--- config.mk ---
export PLATFORM = sky130hd
export DESIGN_NAME = multicycle_control_unit
export DESIGN_NICKNAME = d
export VERILOG_FILES = /design/src/rtl/multicycle_control_unit_pkg.sv /design/src/rtl/multicycle_control_unit_decoder.sv /design/src/rtl/multicycle_control_unit.sv
export SDC_FILE = /design/constraint.sdc
export NUM_CORES = 1
export LEC_CHECK = 0
export BUFFER_PORTS_ARGS = -buffer_cell sky130_fd_sc_hd__buf_4
export CORE_UTILIZATION = 34
export CTS_CLUSTER_SIZE = 12
export DETAILED_ROUTE_END_ITERATION = 8
export GPL_ROUTABILITY_DRIVEN = 1
export PLACE_DENSITY = 0.83
export SYNTH_ARGS = -nofsm -noshare
export SYNTH_HDL_FRONTEND = slang
export SYNTH_SLANG_ARGS = --single-unit
--- constraint.sdc ---
create_clock -name clk -period 1.7 [get_ports clk]
set_clock_uncertainty 0.2 [all_clocks]
set_input_delay 0.17 -clock clk [delete_from_list [all_inputs] [get_ports clk]]
set_output_delay 0.17 -clock clk [all_outputs]
set_load 0.005 [all_outputs]
--- src/rtl/multicycle_control_unit_pkg.sv ---
// Shared encodings for the RV32I multicycle control unit: opcodes, ALU ops,
// writeback-source selects, FSM states and the decoded-control bundle.
package multicycle_control_unit_pkg;

  localparam logic [6:0] OP_R  = 7'b0110011;
  localparam logic [6:0] OP_I  = 7'b0010011;
  localparam logic [6:0] OP_L  = 7'b0000011;
  localparam logic [6:0] OP_S  = 7'b0100011;
  localparam logic [6:0] OP_B  = 7'b1100011;
  localparam logic [6:0] OP_LU = 7'b0110111;
  localparam logic [6:0] OP_AU = 7'b0010111;
  localparam logic [6:0] OP_J  = 7'b1101111;
  localparam logic [6:0] OP_JL = 7'b1100111;

  localparam logic [3:0] ALU_ADD  = 4'b0000;
  localparam logic [3:0] ALU_SUB  = 4'b1000;
  localparam logic [3:0] ALU_SLL  = 4'b0001;
  localparam logic [3:0] ALU_SLT  = 4'b0010;
  localparam logic [3:0] ALU_SLTU = 4'b0011;
  localparam logic [3:0] ALU_XOR  = 4'b0100;
  localparam logic [3:0] ALU_SRL  = 4'b0101;
  localparam logic [3:0] ALU_SRA  = 4'b1101;
  localparam logic [3:0] ALU_OR   = 4'b0110;
  localparam logic [3:0] ALU_AND  = 4'b0111;

  localparam logic [2:0] RFWD_ALU   = 3'd0;
  localparam logic [2:0] RFWD_LOAD  = 3'd1;
  localparam logic [2:0] RFWD_IMM   = 3'd2;
  localparam logic [2:0] RFWD_PCIMM = 3'd3;
  localparam logic [2:0] RFWD_PC4   = 3'd4;

  typedef enum logic [3:0] {
    S_FETCH   = 4'd0,
    S_DECODE  = 4'd1,
    S_EXECUTE = 4'd2,
    S_MEM     = 4'd3,
    S_WB      = 4'd4,
    S_BR_DONE = 4'd5,
    S_LD_WB   = 4'd6
  } state_e;

  typedef struct packed {
    logic [3:0] alu_ctrl;
    logic       alu_src;
    logic [2:0] rfwd_sel;
    logic       branch;
    logic       jal;
    logic       jalr;
    logic       is_load;
    logic       is_store;
    logic       illegal;
  } dec_t;

endpackage

--- src/rtl/multicycle_control_unit_decoder.sv ---
// Combinational instruction-word to datapath-control mapping; the FSM in the
// top level decides when these controls take effect.
module cu_decoder
  import multicycle_control_unit_pkg::*;
(
  input  logic [31:0] instr_i,
  output dec_t        dec_o
);

  logic [6:0] opcode;
  logic [2:0] funct3;
  logic       funct7_b5;
  logic       unused_instr_bits;

  assign opcode            = instr_i[6:0];
  assign funct3            = instr_i[14:12];
  assign funct7_b5         = instr_i[30];
  assign unused_instr_bits = ^{instr_i[31], instr_i[29:15], instr_i[11:7]};

  always_comb begin
    dec_o          = '0;
    dec_o.alu_ctrl = ALU_ADD;
    dec_o.rfwd_sel = RFWD_ALU;
    case (opcode)
      OP_R: dec_o.alu_ctrl = {funct7_b5, funct3};
      OP_I: begin
        // Only the shift-right pair uses funct7[5] to pick SRA over SRL.
        dec_o.alu_ctrl = {(funct3 == 3'b101) & funct7_b5, funct3};
        dec_o.alu_src  = 1'b1;
      end
      OP_L: begin
        dec_o.alu_src  = 1'b1;
        dec_o.rfwd_sel = RFWD_LOAD;
        dec_o.is_load  = 1'b1;
      end
      OP_S: begin
        dec_o.alu_src  = 1'b1;
        dec_o.is_store = 1'b1;
      end
      OP_B: begin
        dec_o.alu_ctrl = {1'b0, funct3};
        dec_o.branch   = 1'b1;
      end
      OP_LU: dec_o.rfwd_sel = RFWD_IMM;
      OP_AU: dec_o.rfwd_sel = RFWD_PCIMM;
      OP_J: begin
        dec_o.jal      = 1'b1;
        dec_o.rfwd_sel = RFWD_PC4;
      end
      OP_JL: begin
        dec_o.jal      = 1'b1;
        dec_o.jalr     = 1'b1;
        dec_o.alu_src  = 1'b1;
        dec_o.rfwd_sel = RFWD_PC4;
      end
      default: dec_o.illegal = 1'b1;
    endcase
  end

endmodule

--- src/rtl/multicycle_control_unit.sv ---
// RV32I multicycle control FSM: sequences FETCH..WB, owns the data-bus
// request/ready handshake and its timeout.
module multicycle_control_unit
  import multicycle_control_unit_pkg::*;
#(
  parameter int BUS_TIMEOUT = 16
) (
  input  logic        clk,
  input  logic        reset,
  input  logic [31:0] instrCode,
  output logic        regFileWe,
  output logic [3:0]  aluControl,
  output logic        aluSrcMuxSel,
  output logic [2:0]  RFWDSrcMuxSel,
  output logic        branch,
  output logic        jal,
  output logic        jalr,
  output logic        PCEn,
  output logic        busReq,
  output logic        busWe,
  output logic [2:0]  busSize,
  input  logic        busReady,
  output logic        busErr,
  output logic        illegal,
  output logic [3:0]  state
);

  localparam int              CNT_W      = (BUS_TIMEOUT > 1) ? $clog2(BUS_TIMEOUT) : 1;
  localparam bit              TIMEOUT_EN = (BUS_TIMEOUT > 0);
  localparam logic [CNT_W-1:0] CNT_LIMIT = CNT_W'((BUS_TIMEOUT > 0) ? BUS_TIMEOUT - 1 : 0);

  state_e           state_q, state_d;
  logic [CNT_W-1:0] cnt_q, cnt_d;
  dec_t             dec;
  logic             timeout;
  logic             we_s, pcen_s, req_s, bwe_s, err_s, ill_s;

  cu_decoder u_dec (
    .instr_i (instrCode),
    .dec_o   (dec)
  );

  assign timeout = TIMEOUT_EN && (cnt_q == CNT_LIMIT) && !busReady;

  always_ff @(posedge clk or posedge reset) begin
    if (reset) begin
      state_q <= S_FETCH;
      cnt_q   <= '0;
    end else begin
      state_q <= state_d;
      cnt_q   <= cnt_d;
    end
  end

  always_comb begin
    state_d = state_q;
    cnt_d   = '0;
    we_s    = 1'b0;
    pcen_s  = 1'b0;
    req_s   = 1'b0;
    bwe_s   = 1'b0;
    err_s   = 1'b0;
    ill_s   = 1'b0;
    case (state_q)
      S_FETCH:  state_d = S_DECODE;
      S_DECODE: state_d = S_EXECUTE;
      S_EXECUTE: begin
        ill_s = dec.illegal;
        if (dec.is_load || dec.is_store) state_d = S_MEM;
        else if (dec.branch || dec.illegal) state_d = S_BR_DONE;
        else state_d = S_WB;
      end
      S_MEM: begin
        req_s = 1'b1;
        bwe_s = dec.is_store;
        // Ready takes priority over a timeout landing in the same cycle.
        if (busReady) begin
          if (dec.is_store) begin
            pcen_s  = 1'b1;
            state_d = S_FETCH;
          end else begin
            state_d = S_LD_WB;
          end
        end else if (timeout) begin
          err_s   = 1'b1;
          pcen_s  = 1'b1;
          state_d = S_FETCH;
        end else if (TIMEOUT_EN) begin
          cnt_d = cnt_q + 1'b1;
        end
      end
      S_WB: begin
        we_s    = !dec.illegal;
        pcen_s  = 1'b1;
        state_d = S_FETCH;
      end
      S_LD_WB: begin
        we_s    = 1'b1;
        pcen_s  = 1'b1;
        state_d = S_FETCH;
      end
      S_BR_DONE: begin
        pcen_s  = 1'b1;
        state_d = S_FETCH;
      end
      default: state_d = S_FETCH;
    endcase
  end

  // Strobes are also gated by reset so a mid-access reset drops them at once.
  assign regFileWe = we_s   & ~reset;
  assign PCEn      = pcen_s & ~reset;
  assign busReq    = req_s  & ~reset;
  assign busWe     = bwe_s  & ~reset;
  assign busErr    = err_s  & ~reset;
  assign illegal   = ill_s  & ~reset;
  assign busSize   = busReq ? instrCode[14:12] : 3'b000;

  always_comb begin
    aluControl    = ALU_ADD;
    aluSrcMuxSel  = 1'b0;
    RFWDSrcMuxSel = RFWD_ALU;
    branch        = 1'b0;
    jal           = 1'b0;
    jalr          = 1'b0;
    if (state_q != S_FETCH) begin
      aluControl    = dec.alu_ctrl;
      aluSrcMuxSel  = dec.alu_src;
      RFWDSrcMuxSel = dec.rfwd_sel;
      branch        = dec.branch;
      jal           = dec.jal;
      jalr          = dec.jalr;
    end
  end

  assign state = state_q;

endmodule

Yosys cells after proc, flatten, opt, wreduce, memory -nomap -nowiden
Index checks and enable logic that the tools add are counted.

storage, ports and cells
  register bits = 8
  input bits = 35
  output and inout port bits = 24
  word-level logic and storage cells = 74

operators by class
  $add $sub $neg = 1
  eq/ne operators = 18
  muxes and demuxes = 35
  bitwise operators = 8
  reductions and logical operators = 10

operator list
  cell                   number
  $mux W4                6
  $eq A7 B6 Y1 const B   3
  $eq A7 B7 Y1 const B   3
  $mux W1                20
  $pmux W4 S4            1
  $eq A7 B5 Y1 const B   2
  $eq A4 B3 Y1 const B   3
  $mux W3                4
  $pmux W3 S4            1
  $pmux W4 S3            1
  $reduce_or A9 Y1       1
  $eq A4 B2 Y1 const B   2
  $and A1 B1 Y1          7
  $eq A7 B2 Y1 const B   1
  $add A4 B1 Y4 const B  1
  $eq A4 B1 Y1 const B   1
  $eq A4 B4 Y1 const B   1
  $logic_not A4 Y1       1
  $pmux W1 S2            2
  $reduce_bool A4 Y1     1
  $reduce_or A4 Y1       1
  $eq A3 B3 Y1 const B   1
  $ne A3 B3 Y1 const B   1
  $reduce_or A3 Y1       1
  5 further kinds        6

Logic depth before layout (Yosys ltp)
Gate-level depths: netlist (run 1).

  depth in word-level cells = 7
  gate-level depth with buffers = 4

By module
Synthesis (run 1) repeated with hierarchy kept, for this count alone.

second synthesis, totals
  cell total of the unflattened synthesis = 97
  area, all modules = 783.3 um2

by module, submodules not included
  module                   instances  cells an instance  area an instance (um2)  sequential area each (um2)
  multicycle_control_unit  1          63                 561.8                   175.2
  cu_decoder               1          34                 221.5                   0.0

Worst setup path after synthesis (run 1)
OpenSTA, ideal clock, no wires.

  path type = flip-flop to flip-flop
  start point = reg state_q[0] (netlist: state[0])
  end point = reg state_q[0] (netlist: state[0])
  setup time = 0.087 ns
  arrival time = 1.423 ns
  required time = 1.413 ns
  slack = -0.009 ns
  cell stages (with the launch flop) = 4
  buffers on the path = 0
  clock period less this slack = 1.709 ns
  path through = dfrtp_1 > or3b_1 > or4_1 > o211ai_1

between the ends
  word-level cells in the longest chain between the ends = 2

ends and longest elaborated chain
  what                                         RTL line                       RTL
  start: declaration                           multicycle_control_unit.sv:32  state_e state_q, state_d;
  start signal: assignment                     multicycle_control_unit.sv:50  state_q <= state_d;
  $eq A4 B2 Y1, or another cell as far along   multicycle_control_unit.sv:64  case (state_q)
  $pmux W4 S4 or $ne A3 B3 Y1 (tied branches)  -

Several ways; a longest one is shown, not always the timed one.
A chain may end at the register's enable or synchronous reset.

Worst setup path in the final report (run 1)
  start point = reg state_q[2] (netlist: state[2])
  end point = out aluControl[2]

between the ends
  word-level cells in the longest chain between the ends = 2

ends and longest elaborated chain
  what                RTL line                        RTL
  $reduce_bool A4 Y1  multicycle_control_unit.sv:126  if (state_q != S_FETCH) begin
  $mux W4             multicycle_control_unit.sv:126
  end: declaration    multicycle_control_unit.sv:12   output logic [3:0] aluControl,

No other way between the ends.

==> results of run 1 <==
==> kinds of logic after synthesis <==
| group | Yosys count |
|---|---|
| AND/OR/NAND/NOR | 53 |
| other | 1 |
| buffers and inverters | 7 |
| XOR/XNOR | 2 |
| flip-flops | 7 |
| adder cells (fa/ha/maj) | 1 |
| AO/OA/AOI/OAI | 14 |
==> worst max path at each step <==
| stage | cells after the start | from | to | slack, ps |
|---|---|---|---|---|
| 6_report | 5 | state[2] | aluControl[2] | -170 |
| 2_1_floorplan | 3 | state[2] | state[1] | 30 |
| 5_1_grt | 5 | state[0] | PCEn | -220 |
| 3_5_place_dp | 4 | state[2] | PCEn | -30 |
| 3_3_place_gp | 3 | state[2] | state[1] | -5 |
| 4_1_cts | 5 | state[0] | PCEn | -140 |
==> synthesized netlist by cell type (3+ instances only) <==
master,number
inv_1,4
or4_1,3
o2bb2ai_1,3
nor2_1,7
nor2b_1,5
and2_1,8
nand3b_1,3
dfrtp_1,7
nor3_1,5
nand2_1,4
nand2b_1,3
==> through the flow <==
step	setup WS [ps]	instances	hold WS [ps]	power (uW)	setup TNS, ps
after global placement	-5.32	149	-46.8	649	-5.32
final	-173	157	83.4	947	-1950
after CTS	-144	156	81.1	906	-1330
after global routing	-224	157	116	1010	-2850
after floorplan	32.2	85	-222	434	0
after detailed placement	-26.4	149	-34.9	668	-55.4
==> state kept, by name (all words and copies together) (netlist names) <==
signal and cells:
cnt_q 4, state 3
==> routing by layer <==
metal,wire length (um),up-vias
met3,94,4
met5,0,-
li1,-,410
met1,912,423
met4,21,0
met2,1280,28
==> cell type report <==
type / instances / area share, %
Clock buffer: 4 / 2.23
Tap cell: 25 / 2.66
Sequential cell: 7 / 15.1
Inverter: 4 / 1.28
Multi-Input combinational cell: 71 / 48.6
Timing Repair Buffer: 46 / 30.2
==> worst max-delay path, delay by kind of cell (launching register included) <==
family | cells | cell delay (ps)
AO/OA/AOI/OAI | 1 | 50
buffers and inverters | 2 | 340
flip-flops | 1 | 460
AND/OR/NAND/NOR | 2 | 410
==> power by group <==
part,switching [uW],internal (uW),leakage [uW],total [uW]
combinational,264,280,0.000449,543
sequential,56.3,203,0.0000920,259
clock,55.4,89.2,0.0000150,145
total,375,572,0.000556,947
==> timing repair <==
action / CTS / global route
gates resized for setup: 16 / 6
setup endpoints to repair: 20 / 22
setup buffers: 2 / 1
pin swaps: 15 / 4
hold buffers: 1 / 0
endpoints found under the hold margin: 7 / 0
==> reports/results.txt, run 1 <==
most common library cell in the layout ignoring fill and taps -> buf_4
storage element area -> 178 sq um
Max-cap violations -> 0
ys flop type -> dfrtp_1
crit path launch type -> register
clock latency at the later pin of the worst-skew pair -> 240 ps
FF+latch count, synth -> 7
Synth async-reset ratio -> 100%
Synth area leader -> dfrtp_1
Hold Crit Start -> instrCode[4]
largest family of logic cells by synthesized area -> simple AND/OR/NAND/NOR gates
num ports -> 59
crit path DAT -> 1500 ps
fill count -> 163
DRC viols -> 0
RSZ-0062 raised after global routing -> yes
Bufs on Longest Clock Path -> 2
multi-input combinational cell area -> 572 sq um
total track usage -> 20.0%
TritonCTS Sinks -> 7
hold depth -> 3
PnR worst setup slack -> -173 ps
nets@finish -> 169
Post-DP Area -> 1020 sq um
fin. max-slew vios -> 0
Synth Area in Adders -> 1.81%
met1 track utilization from global routing -> 22.5%
f_max -> 0.534 GHz
Final Hold Fails -> 0
crit path time final -> 1870 ps
Post-DP HPWL -> 1.61 mm
Min-Delay Endpoint -> state[2]
EDFF count, synth -> 0
Slew HR -> 66.9%
# port buffers -> 36
VDD IR max -> 0.000427 V
initial antenna violation count -> 0
CP peak stage delay -> 460 ps
post-route ant nets -> 0
CTS tree -> built
Die Y -> 47.1 um
Yosys top cell area share -> 25.4%
CTS clk-pin slew, worst paths -> 50 ps
proportion of synthesized area in mux cells -> 0%
vias per cell -> 5.51
met2 GRT Util -> 39.7%
Synth Area in Compound Gates -> 16.8%
final period utilization -> 110%
Post-Synth Simple-Gate Area -> 48.2%
vias in the first global route -> 791
CP endpoint kind -> primary output
Crit Reg-Reg Startpoint -> state[2]
Synth area leaders -> dfrtp_1 25%, and2_1 7.2%, nor2b_1 4.5%
XOR/XNOR share of the synthesized area -> 2.54%
Ys Warns -> 0
1st-pass router iterations -> 4
largest net degree at the start of global routing -> 12
Final setup viols -> 20
fraction of layout cells with a size suffix above 1 -> 53.0%
Layout Utilization -> 64.7%
worst r2r path cells -> 3
Starting Density -> 37.9%
Iteration-0 DRC Markers -> 10
commonest non-fill, non-tap cells in the layout -> 43 x buf_4, 8 x and2_1, 5 x nor2b_1, 5 x dfrtp_1
Routed WL -> 2.31 mm
FF-to-FF setup slack -> -10 ps
GPL Wtd Cong -> 0.832
H-tree Lvls -> 1
total gr overflow -> 0
leakage power total -> 0.000556 uW
CP Cell Sequence -> nor3_2 -> buf_4 -> a2111oi_4 -> and2_1 -> buf_4
Num CTS Buffers -> 3
Power Density -> 804 nW/um^2
Gate Count Post-Synth -> 85
Distinct cells, synth -> 38
Synth Cell Area -> 691 sq um
first-pass GRT wire length -> 3.22 mm
Worst Max-Slew Pin Slew -> 484 ps
crit path kind -> reg2out
root buf cell -> clkbuf_4
critical-path maximum fanout -> 7
most used cell, CP -> buf_4
n_diodes -> 0
slowest CP cell -> dfrtp_2
GR Layer Usage met3 -> 1.54%
post-synthesis sequential area ratio -> 25.4%
grt peak-use layer -> met2
worst hold path type -> in2reg
violated checks -> setup timing
routed wire length per instance -> 14.7 um
via count -> 865
num rows -> 15
die width -> 47.1 um
core box area -> 1820 sq um
status -> finished, violations left
worst reg2reg endpoint -> state[1]
critical path required time -> 1330 ps
die area -> 2220 sq um
Final Instance Area -> 1180 sq um
Syn Area/Cell -> 8.13 sq um
area delta synth->final -> 70.5%
syn nets -> 121
Power figures use the tool's default switching activity.
==> run 2: changes to the inputs <==
--- a/config.mk
+++ b/config.mk
@@ -6,11 +6,12 @@
 export NUM_CORES = 1
 export LEC_CHECK = 0
 export BUFFER_PORTS_ARGS = -buffer_cell sky130_fd_sc_hd__buf_4
+export CORE_MARGIN = 3
 export CORE_UTILIZATION = 34
 export CTS_CLUSTER_SIZE = 12
 export DETAILED_ROUTE_END_ITERATION = 8
 export GPL_ROUTABILITY_DRIVEN = 1
-export PLACE_DENSITY = 0.83
+export PLACE_DENSITY = 0.76
 export SYNTH_ARGS = -nofsm -noshare
 export SYNTH_HDL_FRONTEND = slang
 export SYNTH_SLANG_ARGS = --single-unit
==> run 2 against run 1 <==
Against the previous run:
- the run still ends with setup timing left
- first-iteration DRC count up 10%
- die area is 18% higher
- final area is 5.7% higher
- via count is 0.23% lower
- combinational power grew 14%
- hold slack worse by 3.2 ps
- non-clock buffer count is 3 higher
- cell count is 1.9% higher
- register-to-register slack worse by 20 ps
- highest routed layer unchanged
- setup slack worse by 0.67 ps
- routed wire length up 5.8%
- utilization increased by 3.7 points
==> reports/results.txt, run 2 (synthesis gave the netlist of run 1 again) <==
Final setup viols -> 18
PnR worst setup slack -> -173 ps
die width -> 51.1 um
DRC viols -> 0
crit path kind -> reg2out
nets@finish -> 172
vias per cell -> 5.39
H-tree Lvls -> 1
core box area -> 1820 sq um
max reg flops -> 4
hold depth -> 3
1st-pass router iterations -> 4
crit path launch type -> register
Top reg by flops -> cnt_q
first-pass GRT wire length -> 3.82 mm
Num CTS Buffers -> 3
commonest non-fill, non-tap cells in the layout -> 40 x buf_4, 8 x buf_6, 7 x and2_1
initial antenna violation count -> 0
Post-Place Setup Slack -> -56.0 ps
Hold Crit Start -> instrCode[4]
slowest CP cell -> dfrtp_2
vias in the first global route -> 870
fraction of layout cells with a size suffix above 1 -> 55.6%
total track usage -> 19.0%
Layout Cells excl Fill -> 160
CP endpoint kind -> primary output
n_diodes -> 0
CP Cell Sequence -> or3b_4 -> a311oi_2 -> buf_4
placed cells -> 149
worst reg2reg endpoint -> state[1]
crit path DAT -> 1500 ps
Final Hold Fails -> 0
fin. max-slew vios -> 0
Post-DP HPWL -> 1.75 mm
Iteration-0 DRC Markers -> 11
crit path time final -> 1870 ps
Max-cap violations -> 0
CTS clk-pin slew, worst paths -> 50 ps
VDD IR max -> 0.000559 V
clock latency at the later pin of the worst-skew pair -> 260 ps
RSZ-0062 raised after global routing -> yes
most common library cell in the layout ignoring fill and taps -> buf_4
TritonCTS Sinks -> 7
post-route ant nets -> 0
f_max -> 0.534 GHz
CTS tree -> built
die area -> 2610 sq um
status -> finished, violations left
num ports -> 59
worst path bufs/invs -> 1
Crit. Startpoint -> state[0]
area delta synth->final -> 80.3%
Min-Delay Endpoint -> state[0]
worst hold path type -> in2reg
Die Y -> 51.1 um
worst r2r path cells -> 3
via count -> 863
Starting Density -> 37.9%
GPL Wtd Cong -> 0.810
Routed WL -> 2.44 mm
top cell family by delay on the critical path -> flip-flops
Bufs on Longest Clock Path -> 2
CP peak stage delay -> 450 ps
root buf cell -> clkbuf_4
final period utilization -> 110%
routed wire length per instance -> 15.3 um
critical-path maximum fanout -> 5
critical path required time -> 1330 ps
FF-to-FF setup slack -> -30 ps
largest net degree at the start of global routing -> 12
total gr overflow -> 0
violated checks -> setup timing
# port buffers -> 36
leakage power total -> 0.000571 uW
Crit Reg-Reg Startpoint -> state[0]
num rows -> 15
fill count -> 155
Power Density -> 829 nW/um^2
run 2: cell types whose count changed in the layout (fill, tap and decap cells not counted), moves of 2 or more:
cell,previous run,this run
nor2_2,3,1
nor2_4,0,2
buf_4,43,40
buf_6,2,8
run 2: worst max-delay path by stage:
| stage | endpoint | slack (ps) | depth (start not counted) |
|---|---|---|---|
| floorplan | state[1] | 30 | 3 |
| global placement | state[1] | -8 | 3 |
| detailed placement | state[1] | -60 | 3 |
| CTS | PCEn | -160 | 5 |
| global route | aluControl[3] | -220 | 5 |
| finish | illegal | -170 | 3 |
run 2: power breakdown:
group / internal [uW] / leakage [uW] / switching (uW)
Sequential: 205 / 0.0000909 / 53.6
Clock: 89.7 / 0.0000150 / 63.9
Combinational: 321 / 0.000466 / 299
run 2: repair_timing:
action                                  in CTS  in global routing
endpoints found under the setup margin      21                 21
setup buffers                                5                  1
resized for setup                           22                 12
pin swaps                                   11                  5
endpoints found under the hold margin        7                  0
hold buffers                                 1                  0
run 2: worst reg2reg max path, stage by stage (launching register included):
cell and delay (ps):
dfrtp_2 450, or3b_4 440, or4_1 480, nand4_1 110
run 2: stage by stage:
stage	hold WS (ps)	power [uW]	instance area (sq um)	setup TNS [ps]	utilization, %
2_1_floorplan	-222	434	691	0	-
3_3_place_gp	-46.6	653	1020	-8.21	56.0
3_5_place_dp	-39.9	673	1020	-66.9	56.0
4_1_cts	76.7	974	1180	-1340	65.0
5_1_grt	87.6	1090	1240	-2840	68.4
6_report	80.2	1030	1240	-1720	68.4
run 2: cell type report:
class / count / area, sq um / area share, %
Multi-Input combinational cell: 71 / 593 / 47.6
Tap cell: 25 / 31.3 / 2.51
Clock buffer: 4 / 26.3 / 2.11
Timing Repair Buffer: 49 / 400 / 32.2
Sequential cell: 7 / 179 / 14.4
Inverter: 4 / 15.0 / 1.21
run 2: routing by layer:
metal	track usage (%)	up-vias	wire length (um)
met5	0	-	0
met1	22.1	416	958
li1	-	410	-
met3	2.62	3	133
met2	33.9	34	1330
met4	8.97	0	22
